`config.mk`:
```
export PLATFORM = sky130hd
export DESIGN_NAME = digital_clock_mux_flat
export DESIGN_NICKNAME = d
export VERILOG_FILES = /design/src/rtl/clock_pkg.sv /design/src/rtl/digital_clock_mux_if.sv /design/src/rtl/btn_debounce.sv /design/src/rtl/digital_clock_mux.sv /design/src/flat_wrapper.sv
export SDC_FILE = /design/constraint.sdc
export NUM_CORES = 1
export LEC_CHECK = 0
export ABC_AREA = 0
export CAP_MARGIN = 5
export CORE_ASPECT_RATIO = 0.5
export CORE_UTILIZATION = 57
export DETAILED_ROUTE_END_ITERATION = 8
export GPL_ROUTABILITY_DRIVEN = 1
export PLACE_DENSITY_LB_ADDON = 0.1
export SLEW_MARGIN = 20
export SYNTH_ARGS = -nofsm -noshare
export SYNTH_HDL_FRONTEND = slang
export SYNTH_SLANG_ARGS = --single-unit
```
`constraint.sdc`:
```
create_clock -name clk -period 3.8 [get_ports clk]
set_input_delay 0.38 -clock clk [delete_from_list [all_inputs] [get_ports clk]]
set_output_delay 0.38 -clock clk [all_outputs]
set_load 0.01 [all_outputs]
```
`src/rtl/clock_pkg.sv`:
```
// Shared definitions for the multiplexed HH:MM[:SS] clock.
//   - seven-segment codes ({dp,g..a}, active-low) and the BCD -> segment decoder
//   - BCD time record and increment helpers
//   - digit positions relative to the minute-ones digit
//   - 24 h -> 12 h display mapping
package clock_pkg;

  localparam logic [7:0] SEG_0     = 8'hC0;
  localparam logic [7:0] SEG_1     = 8'hF9;
  localparam logic [7:0] SEG_2     = 8'hA4;
  localparam logic [7:0] SEG_3     = 8'hB0;
  localparam logic [7:0] SEG_4     = 8'h99;
  localparam logic [7:0] SEG_5     = 8'h92;
  localparam logic [7:0] SEG_6     = 8'h82;
  localparam logic [7:0] SEG_7     = 8'hF8;
  localparam logic [7:0] SEG_8     = 8'h80;
  localparam logic [7:0] SEG_9     = 8'h90;
  localparam logic [7:0] SEG_BLANK = 8'hFF;
  localparam logic [7:0] SEG_ERR   = 8'h7F;

  // Positions relative to the minute-ones digit; seconds sit below it when present.
  localparam int REL_SEC1  = -2;
  localparam int REL_SEC10 = -1;
  localparam int REL_MIN1  = 0;
  localparam int REL_MIN10 = 1;
  localparam int REL_HR1   = 2;
  localparam int REL_HR10  = 3;

  // BCD wrap points (tens in [7:4], ones in [3:0]).
  localparam logic [7:0] SEC_MAX = 8'h59;
  localparam logic [7:0] MIN_MAX = 8'h59;
  localparam logic [7:0] HR_MAX  = 8'h23;
  localparam logic [7:0] HR_NOON = 8'h12;

  typedef struct packed {
    logic [7:0] hh;
    logic [7:0] mm;
    logic [7:0] ss;
  } tm_t;

  function automatic bit digits_legal(input int n);
    return (n == 4) || (n == 6);
  endfunction

  function automatic logic [7:0] bcd_to_seg(input logic [3:0] d);
    case (d)
      4'd0:    return SEG_0;
      4'd1:    return SEG_1;
      4'd2:    return SEG_2;
      4'd3:    return SEG_3;
      4'd4:    return SEG_4;
      4'd5:    return SEG_5;
      4'd6:    return SEG_6;
      4'd7:    return SEG_7;
      4'd8:    return SEG_8;
      4'd9:    return SEG_9;
      default: return SEG_ERR;
    endcase
  endfunction

  // Two-digit BCD increment wrapping lim -> 00.
  function automatic logic [7:0] bcd_next(input logic [7:0] v, input logic [7:0] lim);
    if (v == lim) return 8'h00;
    if (v[3:0] == 4'd9) return {v[7:4] + 4'd1, 4'd0};
    return {v[7:4], v[3:0] + 4'd1};
  endfunction

  // 0 -> 12, 1..12 unchanged, 13..23 -> 1..11; result is BCD.
  function automatic logic [7:0] hr_to_12h(input logic [7:0] h24);
    logic [4:0] b;
    b = 5'(h24[7:4]) * 5'd10 + 5'(h24[3:0]);
    if (b == 5'd0) b = 5'd12;
    else if (b > 5'd12) b = b - 5'd12;
    return (b >= 5'd10) ? {4'd1, 4'(b - 5'd10)} : {4'd0, b[3:0]};
  endfunction

endpackage

```
`src/rtl/digital_clock_mux_if.sv`:
```
// Board-side bundle of the clock: run/set control, set buttons, display mode in;
// PM flag, segment bus and digit selects out.
//   en, min, hr, mode_12h : board -> clock
//   pm, out_data[7:0], out_select[NUM_DIGITS-1:0] : clock -> display
interface digital_clock_mux_if #(
  parameter int NUM_DIGITS = 6
);
  logic                  en;
  logic                  min;
  logic                  hr;
  logic                  mode_12h;
  logic                  pm;
  logic [7:0]            out_data;
  logic [NUM_DIGITS-1:0] out_select;

  modport master (output en, min, hr, mode_12h, input pm, out_data, out_select);
  modport slave  (input en, min, hr, mode_12h, output pm, out_data, out_select);
endinterface

```
`src/rtl/btn_debounce.sv`:
```
// Button debouncer: 2-flop synchroniser, then a counter of consecutive low samples.
// A single press pulse is issued on the DEBOUNCE_CYCLES-th consecutive low sample;
// the counter then saturates so a held button never repeats.
//   clk, rst (active-low, async) ; btn_n : raw active-low button ; press : one-cycle pulse
module btn_debounce #(
  parameter int DEBOUNCE_CYCLES = 1_048_576
) (
  input  logic clk,
  input  logic rst,
  input  logic btn_n,
  output logic press
);
  localparam int CW = (DEBOUNCE_CYCLES > 1) ? $clog2(DEBOUNCE_CYCLES) : 1;
  localparam logic [CW-1:0] CNT_MAX = CW'(DEBOUNCE_CYCLES - 1);

  logic [1:0]    sync;
  logic [CW-1:0] cnt;
  logic          fired;
  logic          low;

  assign low = ~sync[1];

  always_ff @(posedge clk or negedge rst) begin
    if (!rst) begin
      sync  <= 2'b11;
      cnt   <= '0;
      fired <= 1'b0;
      press <= 1'b0;
    end else begin
      sync  <= {sync[0], btn_n};
      press <= 1'b0;
      if (!low) begin
        cnt   <= '0;
        fired <= 1'b0;
      end else if (cnt != CNT_MAX) begin
        cnt <= cnt + 1'b1;
      end else if (!fired) begin
        // fired keeps the saturated counter from re-issuing the pulse
        press <= 1'b1;
        fired <= 1'b1;
      end
    end
  end
endmodule

```
`src/rtl/digital_clock_mux.sv`:
```
// Fully synchronous HH:MM[:SS] clock with multiplexed seven-segment output.
//   clk  : system clock
//   rst  : asynchronous reset, active-low (deassertion synchronised internally)
//   bus  : slave side of digital_clock_mux_if
//          en=1 run / en=0 set; min, hr active-low set buttons; mode_12h display mode;
//          pm registered PM flag; out_data {dp,g..a} active-low; out_select one-cold, bit 0 rightmost.
// Time is stored as 24 h BCD. A 1 Hz tick enable from the divider advances it in run
// mode; debounced button pulses adjust it in set mode. A scan counter walks the digits.
module digital_clock_mux
  import clock_pkg::*;
#(
  parameter int CLK_HZ          = 50_000_000,
  parameter int DEBOUNCE_CYCLES = 1_048_576,
  parameter int SCAN_DIV        = 131_072,
  parameter int NUM_DIGITS      = 6
) (
  input logic                clk,
  input logic                rst,
  digital_clock_mux_if.slave bus
);
  localparam int DW   = $clog2(CLK_HZ);
  localparam int SW   = (SCAN_DIV > 1) ? $clog2(SCAN_DIV) : 1;
  localparam int IW   = 3;
  localparam int BASE = NUM_DIGITS - 4;
  localparam logic [DW-1:0] DIV_MAX  = DW'(CLK_HZ - 1);
  localparam logic [DW-1:0] DIV_HALF = DW'(CLK_HZ / 2);
  localparam logic [SW-1:0] SCAN_MAX = SW'(SCAN_DIV - 1);
  localparam logic [IW-1:0] IDX_MAX  = IW'(NUM_DIGITS - 1);

  if (!digits_legal(NUM_DIGITS)) begin : g_bad_num_digits
    $error("digital_clock_mux: NUM_DIGITS must be 4 or 6");
  end

  // Reset: asserts immediately, releases two clocks after rst rises.
  logic [1:0] rst_sync;
  logic       rst_n;

  always_ff @(posedge clk or negedge rst) begin
    if (!rst) rst_sync <= 2'b00;
    else      rst_sync <= {rst_sync[0], 1'b1};
  end
  assign rst_n = rst_sync[1];

  logic min_press, hr_press;

  btn_debounce #(.DEBOUNCE_CYCLES(DEBOUNCE_CYCLES)) u_min_db (
    .clk(clk), .rst(rst_n), .btn_n(bus.min), .press(min_press)
  );
  btn_debounce #(.DEBOUNCE_CYCLES(DEBOUNCE_CYCLES)) u_hr_db (
    .clk(clk), .rst(rst_n), .btn_n(bus.hr), .press(hr_press)
  );

  // 1 Hz tick divider, free-running in both modes.
  logic [DW-1:0] div;
  logic          tick;

  assign tick = (div == DIV_MAX);

  always_ff @(posedge clk or negedge rst_n) begin
    if (!rst_n) div <= '0;
    else        div <= tick ? '0 : div + 1'b1;
  end

  // Time counters. All carries resolve combinationally so the full rollover
  // lands on the tick edge.
  tm_t tm, tm_nx;

  always_comb begin
    tm_nx = tm;
    if (bus.en) begin
      if (tick) begin
        tm_nx.ss = bcd_next(tm.ss, SEC_MAX);
        if (tm.ss == SEC_MAX) begin
          tm_nx.mm = bcd_next(tm.mm, MIN_MAX);
          if (tm.mm == MIN_MAX) tm_nx.hh = bcd_next(tm.hh, HR_MAX);
        end
      end
    end else begin
      if (min_press) tm_nx.mm = bcd_next(tm.mm, MIN_MAX);
      if (hr_press)  tm_nx.hh = bcd_next(tm.hh, HR_MAX);
      if (min_press || hr_press) tm_nx.ss = 8'h00;
    end
  end

  // pm is taken from the next-state hour so it flips on the same edge as the hour.
  always_ff @(posedge clk or negedge rst_n) begin
    if (!rst_n) begin
      tm     <= '0;
      bus.pm <= 1'b0;
    end else begin
      tm     <= tm_nx;
      bus.pm <= (tm_nx.hh >= HR_NOON);
    end
  end

  // Digit scan.
  logic [SW-1:0] scan_cnt;
  logic          strobe, strobe_q;
  logic [IW-1:0] idx;

  assign strobe = (scan_cnt == SCAN_MAX);

  always_ff @(posedge clk or negedge rst_n) begin
    if (!rst_n) begin
      scan_cnt <= '0;
      strobe_q <= 1'b0;
      idx      <= '0;
    end else begin
      scan_cnt <= strobe ? '0 : scan_cnt + 1'b1;
      strobe_q <= strobe;
      if (strobe_q) idx <= (idx == IDX_MAX) ? '0 : idx + 1'b1;
    end
  end

  // Display mux: selected digit -> segments.
  logic [7:0]            hh_disp;
  logic [7:0]            seg;
  logic [NUM_DIGITS-1:0] sel;
  int                    rel;

  assign hh_disp = bus.mode_12h ? hr_to_12h(tm.hh) : tm.hh;

  always_comb begin
    rel = int'(idx) - BASE;
    seg = SEG_BLANK;
    case (rel)
      REL_SEC1:  seg = bcd_to_seg(tm.ss[3:0]);
      REL_SEC10: seg = bcd_to_seg(tm.ss[7:4]);
      REL_MIN1:  seg = bcd_to_seg(tm.mm[3:0]);
      REL_MIN10: seg = bcd_to_seg(tm.mm[7:4]);
      REL_HR1: begin
        seg = bcd_to_seg(hh_disp[3:0]);
        // dp on the hour-ones digit acts as the blinking colon
        if (div < DIV_HALF) seg[7] = 1'b0;
      end
      REL_HR10:  seg = (bus.mode_12h && hh_disp[7:4] == 4'd0) ? SEG_BLANK
                                                              : bcd_to_seg(hh_disp[7:4]);
      default:   seg = SEG_BLANK;
    endcase
    for (int i = 0; i < NUM_DIGITS; i++) sel[i] = (idx != IW'(i));
  end

  always_ff @(posedge clk or negedge rst_n) begin
    if (!rst_n) begin
      bus.out_data   <= SEG_BLANK;
      bus.out_select <= '1;
    end else if (strobe_q) begin
      bus.out_data   <= seg;
      bus.out_select <= sel;
    end
  end

endmodule

```
`src/flat_wrapper.sv`:
```
// flat-port wrapper written by rule: the top's interface ports become plain ports
module digital_clock_mux_flat import clock_pkg::*;
#(
  parameter int CLK_HZ          = 50_000_000,
  parameter int DEBOUNCE_CYCLES = 1_048_576,
  parameter int SCAN_DIV        = 131_072,
  parameter int NUM_DIGITS      = 6
)
  (clk, rst, bus_en, bus_min, bus_hr, bus_mode_12h, bus_pm, bus_out_data, bus_out_select);
  digital_clock_mux_if #(.NUM_DIGITS(NUM_DIGITS)) bus_i ();
  input logic clk;
  input logic rst;
  input wire logic [$bits(bus_i.en)-1:0] bus_en;
  input wire logic [$bits(bus_i.min)-1:0] bus_min;
  input wire logic [$bits(bus_i.hr)-1:0] bus_hr;
  input wire logic [$bits(bus_i.mode_12h)-1:0] bus_mode_12h;
  output wire logic [$bits(bus_i.pm)-1:0] bus_pm;
  output wire logic [$bits(bus_i.out_data)-1:0] bus_out_data;
  output wire logic [$bits(bus_i.out_select)-1:0] bus_out_select;
  assign bus_i.en = bus_en;
  assign bus_i.min = bus_min;
  assign bus_i.hr = bus_hr;
  assign bus_i.mode_12h = bus_mode_12h;
  assign bus_pm = bus_i.pm;
  assign bus_out_data = bus_i.out_data;
  assign bus_out_select = bus_i.out_select;
  digital_clock_mux #(.CLK_HZ(CLK_HZ), .DEBOUNCE_CYCLES(DEBOUNCE_CYCLES), .SCAN_DIV(SCAN_DIV), .NUM_DIGITS(NUM_DIGITS)) u_core (.clk(clk), .rst(rst), .bus(bus_i));
endmodule
```
Yosys cells after proc, flatten, opt, wreduce, memory -nomap -nowiden:

Memories as Yosys holds them, arrays and structs flattened.
Index checks and enable logic that the tools add are counted.
Widths: inputs -> output; s select.

* $mul: 1
* $lt $le $gt $ge: 4
* add/subtract/negate cells: 15
* equality and inequality tests: 27
* mux-type cells: 84
* reduce and logical (&&, ||, !) cells: 15

Operators with widths (count)
* $mux 8: 22
* $mux 20: 4
* $eq 32x2->1 const B: 2
* $eq 32x32->1 const B: 2
* $mux 1: 48
* $mux 24: 2
* $pmux 8 s6: 1
* $add 20x1->20 const B: 2
* $ne 20x20->1 const B: 2
* $eq 32x1->1 const B: 1
* $logic_not 32->1: 1
* $add 26x1->26 const B: 1
* $eq 26x26->1 const B: 1
* $lt 26x25->1 const B: 1
* $mux 26: 1
* $add 4x1->4 const B: 6
* $add 17x1->17 const B: 1
* $eq 17x17->1 const B: 1
* $mux 17: 1
* $eq 8x7->1 const B: 2
* $mux 16: 1
* $mux 5: 3
* $eq 4x4->1 const B: 3
* $ne 3x1->1 const B: 3
* 25 further kinds: 34

* input port bits: 6
* output and inout port bits: 15
* memories kept: 6
* word-level logic and storage cells: 173
* ROM bits: 768
* bits in registers: 136

Memory list
* (name not given): depth 16, width 8, rd ports 1, clocked after memory_dff 0, write ports 0, line clock_pkg.sv:46 `case (d)`
* (name not given): depth 16, width 8, rd ports 1, clocked after memory_dff 0, write ports 0, line clock_pkg.sv:46
* (name not given): depth 16, width 8, rd ports 1, clocked after memory_dff 0, write ports 0, line clock_pkg.sv:46
* (name not given): depth 16, width 8, rd ports 1, clocked after memory_dff 0, write ports 0, line clock_pkg.sv:46
* (name not given): depth 16, width 8, rd ports 1, clocked after memory_dff 0, write ports 0, line clock_pkg.sv:46
* (name not given): depth 16, width 8, rd ports 1, clocked after memory_dff 0, write ports 0, line clock_pkg.sv:46

Logic depth before layout (Yosys ltp):

Gate-level depths: netlist of the first run.

* depth in word-level cells: 18
* depth in mapped cells: 21
* gate-level depth less buffers: 21

Modules after synthesis:

From an unflattened synthesis of the first run, not the netlist that was laid out.

* cell total of the unflattened synthesis: 973
* area total of the unflattened synthesis: 8971.1 µm²

Modules (own cells, without submodules)
* digital_clock_mux: area each 6258.5 µm², sequential area each 2219.6 µm², cells an instance 703, instances 1
* btn_debounce: area each 1356.3 µm², sequential area each 603.1 µm², cells an instance 135, instances 2

Worst setup path before layout of the first run:

Ideal clock, no wire load.

* path type: register -> register
* from: reg u_core.tm[20] in the netlist's numbering
* to: reg u_core.bus.out_data[3]
* clock period less this slack: 4196 ps
* stages on the path, launching flop included: 22
* required time: 3703 ps
* slack: -396 ps
* arrival: 4099 ps
* setup time: 97 ps
* path buffers: 0
* cell sequence: dfrtp_1 > ha_1 > ha_1 > xor2_1 > inv_1 > ha_1 > nor3b_1 > a21oi_1 > o31a_1 > ha_1 > o21ai_0 > a21oi_1 > a21o_1 > ha_1 > nor2_1 > mux2i_1 > nor2_1 > a211oi_1 > nor2_1 > nor4_1 > and2_1 > a221oi_1

* longest elaborated chain between the ends: 12
* elaborated cells between the ends (all ways): 17
* classes of those cells: add/sub (3); mul (1); order compare (2); mux (6); reduce/logical (3); memory (2)

Ends and longest elaborated chain
* start, declared: line digital_clock_mux.sv:66 `tm_t tm, tm_nx;`
* start signal, assigned: line digital_clock_mux.sv:91 `tm <= tm_nx;`
* $mul 4x3->4: line clock_pkg.sv:71 `b = 5'(h24[7:4]) * 5'd10 + 5'(h24[3:0]);`
* $add 5x4->5: line clock_pkg.sv:71
* $sub 5x4->5 / $gt 5x4->1 (equally long branches): line clock_pkg.sv:73 `else if (b > 5'd12) b = b - 5'd12;`
* $mux 5: line clock_pkg.sv:73
* $mux 5: line clock_pkg.sv:72 `if (b == 5'd0) b = 5'd12;`
* $ge 5x4->1: line clock_pkg.sv:74 `return (b >= 5'd10) ? {4'd1, 4'(b - 5'd10)} : {4'd0, b[3:0]};`
* $mux 5: line clock_pkg.sv:74
* $mux 8 (*): line digital_clock_mux.sv:121 `assign hh_disp = bus.mode_12h ? hr_to_12h(tm.hh) : tm.hh;`
* branches (longest 3 deep; another with $mem_v2 16x8)
* $pmux 8 s6 (*): line digital_clock_mux.sv:126 `case (rel)`
* end signal, assigned: line digital_clock_mux.sv:148 `bus.out_data <= seg;`
* end, declared: line digital_clock_mux_if.sv:17 `modport slave (input en, min, hr, mode_12h, output pm, out_data, out_select);`

Mark *: on every way between the ends.
A chain may end at the register's enable or synchronous reset.

Worst setup path in the final report of the first run:

Ends and elaborated chain as after synthesis.

==> results of run 1 <==
[per-stage QoR]
step | cells | hold WS [ps]
2_1_floorplan | 914 | 84.41
3_3_place_gp | 1135 | 337.3
3_5_place_dp | 1135 | 340.4
4_1_cts | 1169 | 108.5
5_1_grt | 1173 | 114.3
6_report | 1173 | 112.7
[what timing repair did]
item                                    4_1_cts  5_1_grt
buffers inserted                              2        4
resized for setup                            10       21
endpoints found under the setup margin        5        8
pin swaps                                     3       14
[area by class of cell]
class	count	area, um^2	area share
Multi-Input combinational cell	708	4757	0.4891
Sequential cell	136	3431	0.3527
Timing Repair Buffer	67	569.3	0.05853
Clock buffer	20	456.7	0.04695
Tap cell	192	240.2	0.02470
Inverter	38	142.6	0.01466
Clock inverter	12	130.1	0.01338
[cell usage after synthesis (all sizes together) (3+ instances only)]
cell | count | share of area
nor2 | 136 | 0.062
dfrtp | 118 | 0.36
nand2 | 82 | 0.037
o21ai | 54 | 0.033
ha | 53 | 0.080
xor2 | 49 | 0.052
a21oi | 38 | 0.023
inv | 38 | 0.017
nand3 | 33 | 0.020
nand4 | 29 | 0.022
xnor2 | 28 | 0.030
clkbuf | 27 | 0.012
and3 | 19 | 0.015
dfstp | 18 | 0.057
nor3 | 15 | 0.0091
mux2i | 14 | 0.017
nor4 | 12 | 0.0091
a31oi | 11 | 0.0083
nor2b | 9 | 0.0068
or3 | 9 | 0.0068
a211oi | 8 | 0.0079
and2 | 8 | 0.0064
nand2b | 8 | 0.0060
o31ai | 8 | 0.0089
o221ai | 6 | 0.0064
o22ai | 6 | 0.0045
a21boi | 5 | 0.0045
a21o | 5 | 0.0045
a221oi | 5 | 0.0053
buf | 5 | 0.0042
and4 | 4 | 0.0042
nor3b | 4 | 0.0036
o21a | 4 | 0.0036
or2 | 4 | 0.0030
mux2 | 3 | 0.0041
o211ai | 3 | 0.0027
o31a | 3 | 0.0032
[logic make-up after synthesis]
family          Yosys count  share of synthesized area
buf+inv                  70                    0.03372
simple gates            381                     0.2209
fa+ha+maj                54                    0.08255
xor+xnor                 79                    0.08709
other cells               1                  0.0004531
compound gates          176                     0.1403
flops                   136                     0.4140
mux                      17                    0.02102
[where the power goes]
| part | internal, W | switching, W |
|---|---|---|
| registers | 0.00147 | 0.0000526 |
| clock network | 0.000958 | 0.000695 |
| logic | 0.0000674 | 0.0000975 |
| total | 0.00250 | 0.000845 |
[placed cells by master, fill, tap and decap left out, types with 5 or more instances in the layout]
cell and n:
xor2_1 48, nand2b_1 8, and2_1 6, ha_1 43
o22ai_1 5, nand4_1 29, a21boi_0 5, xnor2_1 28
o221ai_1 6, buf_4 45, or3_1 9, dfstp_2 18
inv_1 36, ha_2 6, nor2_1 136, nor4_1 10
a31oi_1 11, clkdlybuf4s50_1 20, and3_1 18, o21ai_0 48
nand3_1 31, dfrtp_1 116, a21o_1 5, a21oi_1 34
nor3_1 14, clkbuf_16 17, nor2b_1 9, nand2_1 82
o31ai_1 7, mux2i_1 14
[worst max-delay path, delay by kind of cell (launching register included)]
family / cells / cell delay (ps)
AND/OR/NAND/NOR: 8 / 1460
adder cells (fa/ha/maj): 4 / 950
AO/OA/AOI/OAI: 4 / 670
flip-flops: 1 / 450
XOR/XNOR: 1 / 150
multiplexers: 1 / 90
buffers and inverters: 1 / 80
[worst min-delay path by stage]
stage	from	end	slack [ps]
floorplan	rst	u_core.rst_sync[0]	80
global placement	u_core.rst_sync[0]	u_core.rst_sync[1]	340
CTS	rst	u_core.rst_sync[0]	110
detailed placement	u_core.rst_sync[0]	u_core.rst_sync[1]	340
finish	rst	u_core.rst_sync[0]	110
global route	rst	u_core.rst_sync[0]	110
[state kept, by name, summed over array words and instances, names as in the netlist, 2 cells and up]
register,cells
u_core.u_hr_db.cnt,20
u_core.bus.out_select,6
u_core.u_min_db.sync,2
u_core.div,26
u_core.scan_cnt,17
u_core.idx,3
u_core.bus.out_data,8
u_core.tm,24
u_core.u_hr_db.sync,2
u_core.rst_sync,2
u_core.u_min_db.cnt,20
[layer usage]
| layer | vias up | part of all wire |
|---|---|---|
| li1 | 3333 | - |
| met1 | 3337 | 0.47 |
| met2 | 150 | 0.48 |
| met3 | 25 | 0.035 |
| met4 | 0 | 0.013 |
| met5 | - | 0 |
==> reports/summary.txt, run 1 <==
Outcome: complete, but fails checks
Failing checks: setup timing
YS warnings: 0
VDD IR max: 250.1 uV
Die width: 172.4 um
Max transition margin: 0.4146
DIE HEIGHT: 87.20 um
CTS tree: built
Max Cap Viol: 0
GRT met1 Usage: 0.3309
Core area: 13850 um^2
GR Util met2: 0.4384
Post-DP HPWL: 12.61 mm
Reg-to-reg startpoint: u_core.tm[20]
DR vias: 6845
Clk_lat worst skew: 420 ps
Final Routed Wirelength: 18.26 mm
Crit-path max FO: 4
R2r endpoint: u_core.bus.out_data[3]
Top_reg_cell synth: dfrtp_1
Post-synth ARST share: 1.000
Final Instance Area: 9727 um^2
WP data required: 4120 ps
Post-Syn Nets: 974
FILL cells: 1024
Drt pass-1 iters: 5
Post-route ant nets: 0
Critical path endpoint: u_core.bus.out_data[3]
Top Usage Layer GRT: met2
CP max stage cell: or4_4
Starting density of the core: 0.5975
Crit path DAT: 4260 ps
Clk buf depth: 2
DRT iter0 DRCs: 469
Slew Viols, Final: 0
Avg Inst Size Synth: 9.054 um^2
Top Ports: 21
Fin crit share: 1.036
GRT overflow: 0
Reg2Reg Setup Slack: -140 ps
Via/cell ratio: 5.835
Layout cells sized above 1: 0.1519
PD cells: 343.7 nW/um^2
Post-route setup slack: -138.5 ps
Slew @ Worst Pin: 878.1 ps
# hold bufs at CTS: 0
Mapped Area: 8275 um^2
Fin crit period: 3939 ps
Nets@finish: 1028
Clock root buffer: clkbuf_16
Setup violators final: 4
Diode count: 0
Global-route wire length before repair: 30.10 mm
Row cnt: 30
Num Clock Sinks: 136
Die area: 15030 um^2
Worst reg-to-reg path cell count: 19
CP endpoint kind: flip-flop
Final Wtd Congestion: 0.8955
Setup crit start: u_core.tm[20]
Global routing usage on met3: 0.04044
P&R area growth vs syn: 17.54%
Gr usage total: 0.2539
Routed len/inst: 15.56 um
CP max stage delay: 550 ps
Final Skew: 13.41 ps
RSZ-0062 raised after global routing: yes
CTS clk-pin slew, worst paths: 70 ps
Num CTS Buffers: 17
Pleak: 4.214 nW
Largest net degree at the start of global routing: 70
Yosys cell types: 69
Critical Path Start Type: flip-flop
CP most frequent cell: nor2_1
Hold WC Path Type: input pin to asynchronous set/reset pin
Setup tns final: -195.0 ps
Syn Inst Count: 914
Port-buffer cells: 20
Fmax: 0.2539 GHz
Placed cell area: 8977 um^2
Sequential share of the synthesized area: 0.4140
Pre-CTS WS: -210.7 ps
Number of remaining DRC errors: 0
#FFs+latches synth: 136
Vias in the first global route: 6368
Worst-path cell chain: ha_4 -> fa_2 -> xor2_2 -> inv_1 -> ha_2 -> nor3b_4 -> or4_4 -> and2_4 -> a21oi_2 -> a21o_1 -> ha_4 -> nor2_1 -> mux2i_1 -> nor2_1 -> a211oi_2 -> nor2_1 -> nor4_2 -> and2_1 -> a221oi_1
CP Class: flip-flop to flip-flop
Hold violation count in the final report: 0
Pwr Total: 0.003343 W
Initial antenna violation count: 0
Final core utilization: 0.7023
EDFF count, synth: 0
H-Tree Depth: 4
No activity file was read; power rests on OpenSTA's default activity.
==> run 2: changes to the inputs <==
Settings changed: PLACE_DENSITY set to 0.74, PLACE_DENSITY_LB_ADDON 0.1 to not set.
==> reports/summary.txt, run 2 (synthesis gave the netlist of run 1 again) <==
Setup violators final: 5
Hold violation count in the final report: 0
Drt pass-1 iters: 5
DRT iter0 DRCs: 407
Non-Filler Instances: 1170
Multi-input logic area: 4815 um^2
Die width: 172.4 um
Top Ports: 21
Die area: 15030 um^2
Final Routed Wirelength: 18.25 mm
Row cnt: 30
Clock root buffer: clkbuf_16
Num CTS Buffers: 17
Clk_lat worst skew: 420 ps
Largest net degree at the start of global routing: 70
Slew @ Worst Pin: 882.9 ps
Final core utilization: 0.7063
VDD IR max: 299.1 uV
Outcome: complete, but fails checks
P&R area growth vs syn: 18.22%
Nets@finish: 1025
Most common cell after layout, fill and taps aside: nor2_1
Routed len/inst: 15.60 um
Starting density of the core: 0.5975
Post-DP HPWL: 12.57 mm
Core area: 13850 um^2
Slew Viols, Final: 0
# hold bufs at CTS: 0
Diode count: 0
Fin crit period: 3902 ps
GRT met1 Usage: 0.3344
Pwr Total: 0.003424 W
Num Clock Sinks: 136
CP max stage cell: nor4_1
Max reg flops: 26
GRT overflow: 0
CP delay by family, top: compound AO/OA/AOI/OAI gates
FILL cells: 1022
CTS tree: built
Max transition margin: 0.4114
CP Class: flip-flop to flip-flop
Largest Register: u_core.div
Hold slack: 115.4 ps
Critical Path Start Type: flip-flop
Via/cell ratio: 5.787
Regs by FF count: u_core.div x26, u_core.tm x24
RSZ-0062 raised after global routing: yes
Initial antenna violation count: 0
Global-route wire length before repair: 30.17 mm
Register Area: 3431 um^2
CP max stage delay: 590 ps
Crit-path max FO: 6
Vias in the first global route: 6402
Post-route ant nets: 0
Max Cap Viol: 0
Buffers and inverters on the worst path: 1
Pleak: 4.214 nW
Worst-path cell chain: ha_4 -> ha_4 -> buf_4 -> a21oi_1 -> a21oi_2 -> nor4_1 -> o21ai_2 -> a21oi_2 -> a21o_1 -> ha_1 -> nor2_2 -> mux2i_1 -> nor2_1 -> a211oi_2 -> nor2_1 -> nor4_2 -> and2_1 -> a221oi_2
Failing checks: setup timing
CP endpoint kind: flip-flop
H-Tree Depth: 4
Post-route setup slack: -102.4 ps
Crit path DAT: 4240 ps
Number of remaining DRC errors: 0
PD cells: 350.0 nW/um^2
Global routing usage on met3: 0.05043
Gr usage total: 0.2567
Port-buffer cells: 20
DR vias: 6771
Final Wtd Congestion: 0.9144
Layout cells sized above 1: 0.1524
WP data required: 4140 ps
Clk buf depth: 2
GR Util met2: 0.4443
Placed insts: 1132
Final Skew: 12.88 ps
Highest-count cells in the layout ignoring fill and taps: 134 x nor2_1, 116 x dfrtp_1, 82 x nand2_1, 48 x o21ai_0, 48 x xor2_1
DIE HEIGHT: 87.20 um
Hold WC Path Type: input pin to asynchronous set/reset pin
Fin crit share: 1.027
CTS clk-pin slew, worst paths: 60 ps
Fmax: 0.2563 GHz
Top Usage Layer GRT: met2
run 2: repair_timing:
| action | CTS | global route |
|---|---|---|
| pin swaps | 10 | 14 |
| setup endpoints to repair | 4 | 8 |
| setup buffers | 4 | 3 |
| gates resized for setup | 11 | 27 |
run 2: metrics by stage:
step	cell area [um^2]	setup TNS, ps	setup slack [ps]
floorplan	8346	-64.02	-64.02
finish	9783	-317.5	-102.4
CTS	9648	-41.59	-37.49
global placement	8955	-40.79	-40.79
detailed placement	8955	-364.6	-182.9
global route	9783	-1167	-259.6
run 2: worst paths after layout:
check	startpoint	endpoint	slack (ps)	depth (start not counted)
hold reg to reg	u_core.rst_sync[0]	u_core.rst_sync[1]	350	0
setup / recovery	u_core.tm[20]	u_core.bus.out_data[3]	-100	18
hold / removal	rst	u_core.rst_sync[1]	120	1
setup reg to reg	u_core.tm[20]	u_core.bus.out_data[3]	-100	18
min in group clk	u_core.rst_sync[0]	u_core.rst_sync[1]	350	0
max in group asynchronous	u_core.rst_sync[1]	u_core.bus.out_select[5]	2480	1
run 2: metal layers:
| metal | part of all wire | wire length [um] | vias to the layer above |
|---|---|---|---|
| li1 | - | - | 3321 |
| met1 | 0.46 | 8413 | 3303 |
| met2 | 0.50 | 9037 | 131 |
| met3 | 0.036 | 662 | 16 |
| met4 | 0.0077 | 141 | 0 |
| met5 | 0 | 0 | - |
run 2: area by class of cell:
cell class                      instances  share of cell area
Multi-Input combinational cell        708              0.4921
Sequential cell                       136              0.3507
Timing Repair Buffer                   64             0.05551
Clock buffer                           19             0.04527
Tap cell                              192             0.02456
Clock inverter                         13             0.01727
Inverter                               38             0.01458
run 2: power breakdown:
part	switching, W	internal, W
Sequential	0.0000536	0.00147
Clock	0.000665	0.00106
Combinational	0.000103	0.0000696
==> run 3: changes to the inputs <==
==> constraint.sdc (replaced) <==
create_clock -name clk -period 3.8 [get_ports clk]
set_input_delay 0.38 -clock clk [delete_from_list [all_inputs] [get_ports clk]]
set_output_delay 0.38 -clock clk [all_outputs]
set_load 0.02 [all_outputs]
==> results of run 3 <==
The final DEF is identical to that of run 2. Status: complete, but fails checks: setup timing.
Main changes from that run: total power 0.003424 W -> 0.003425 W
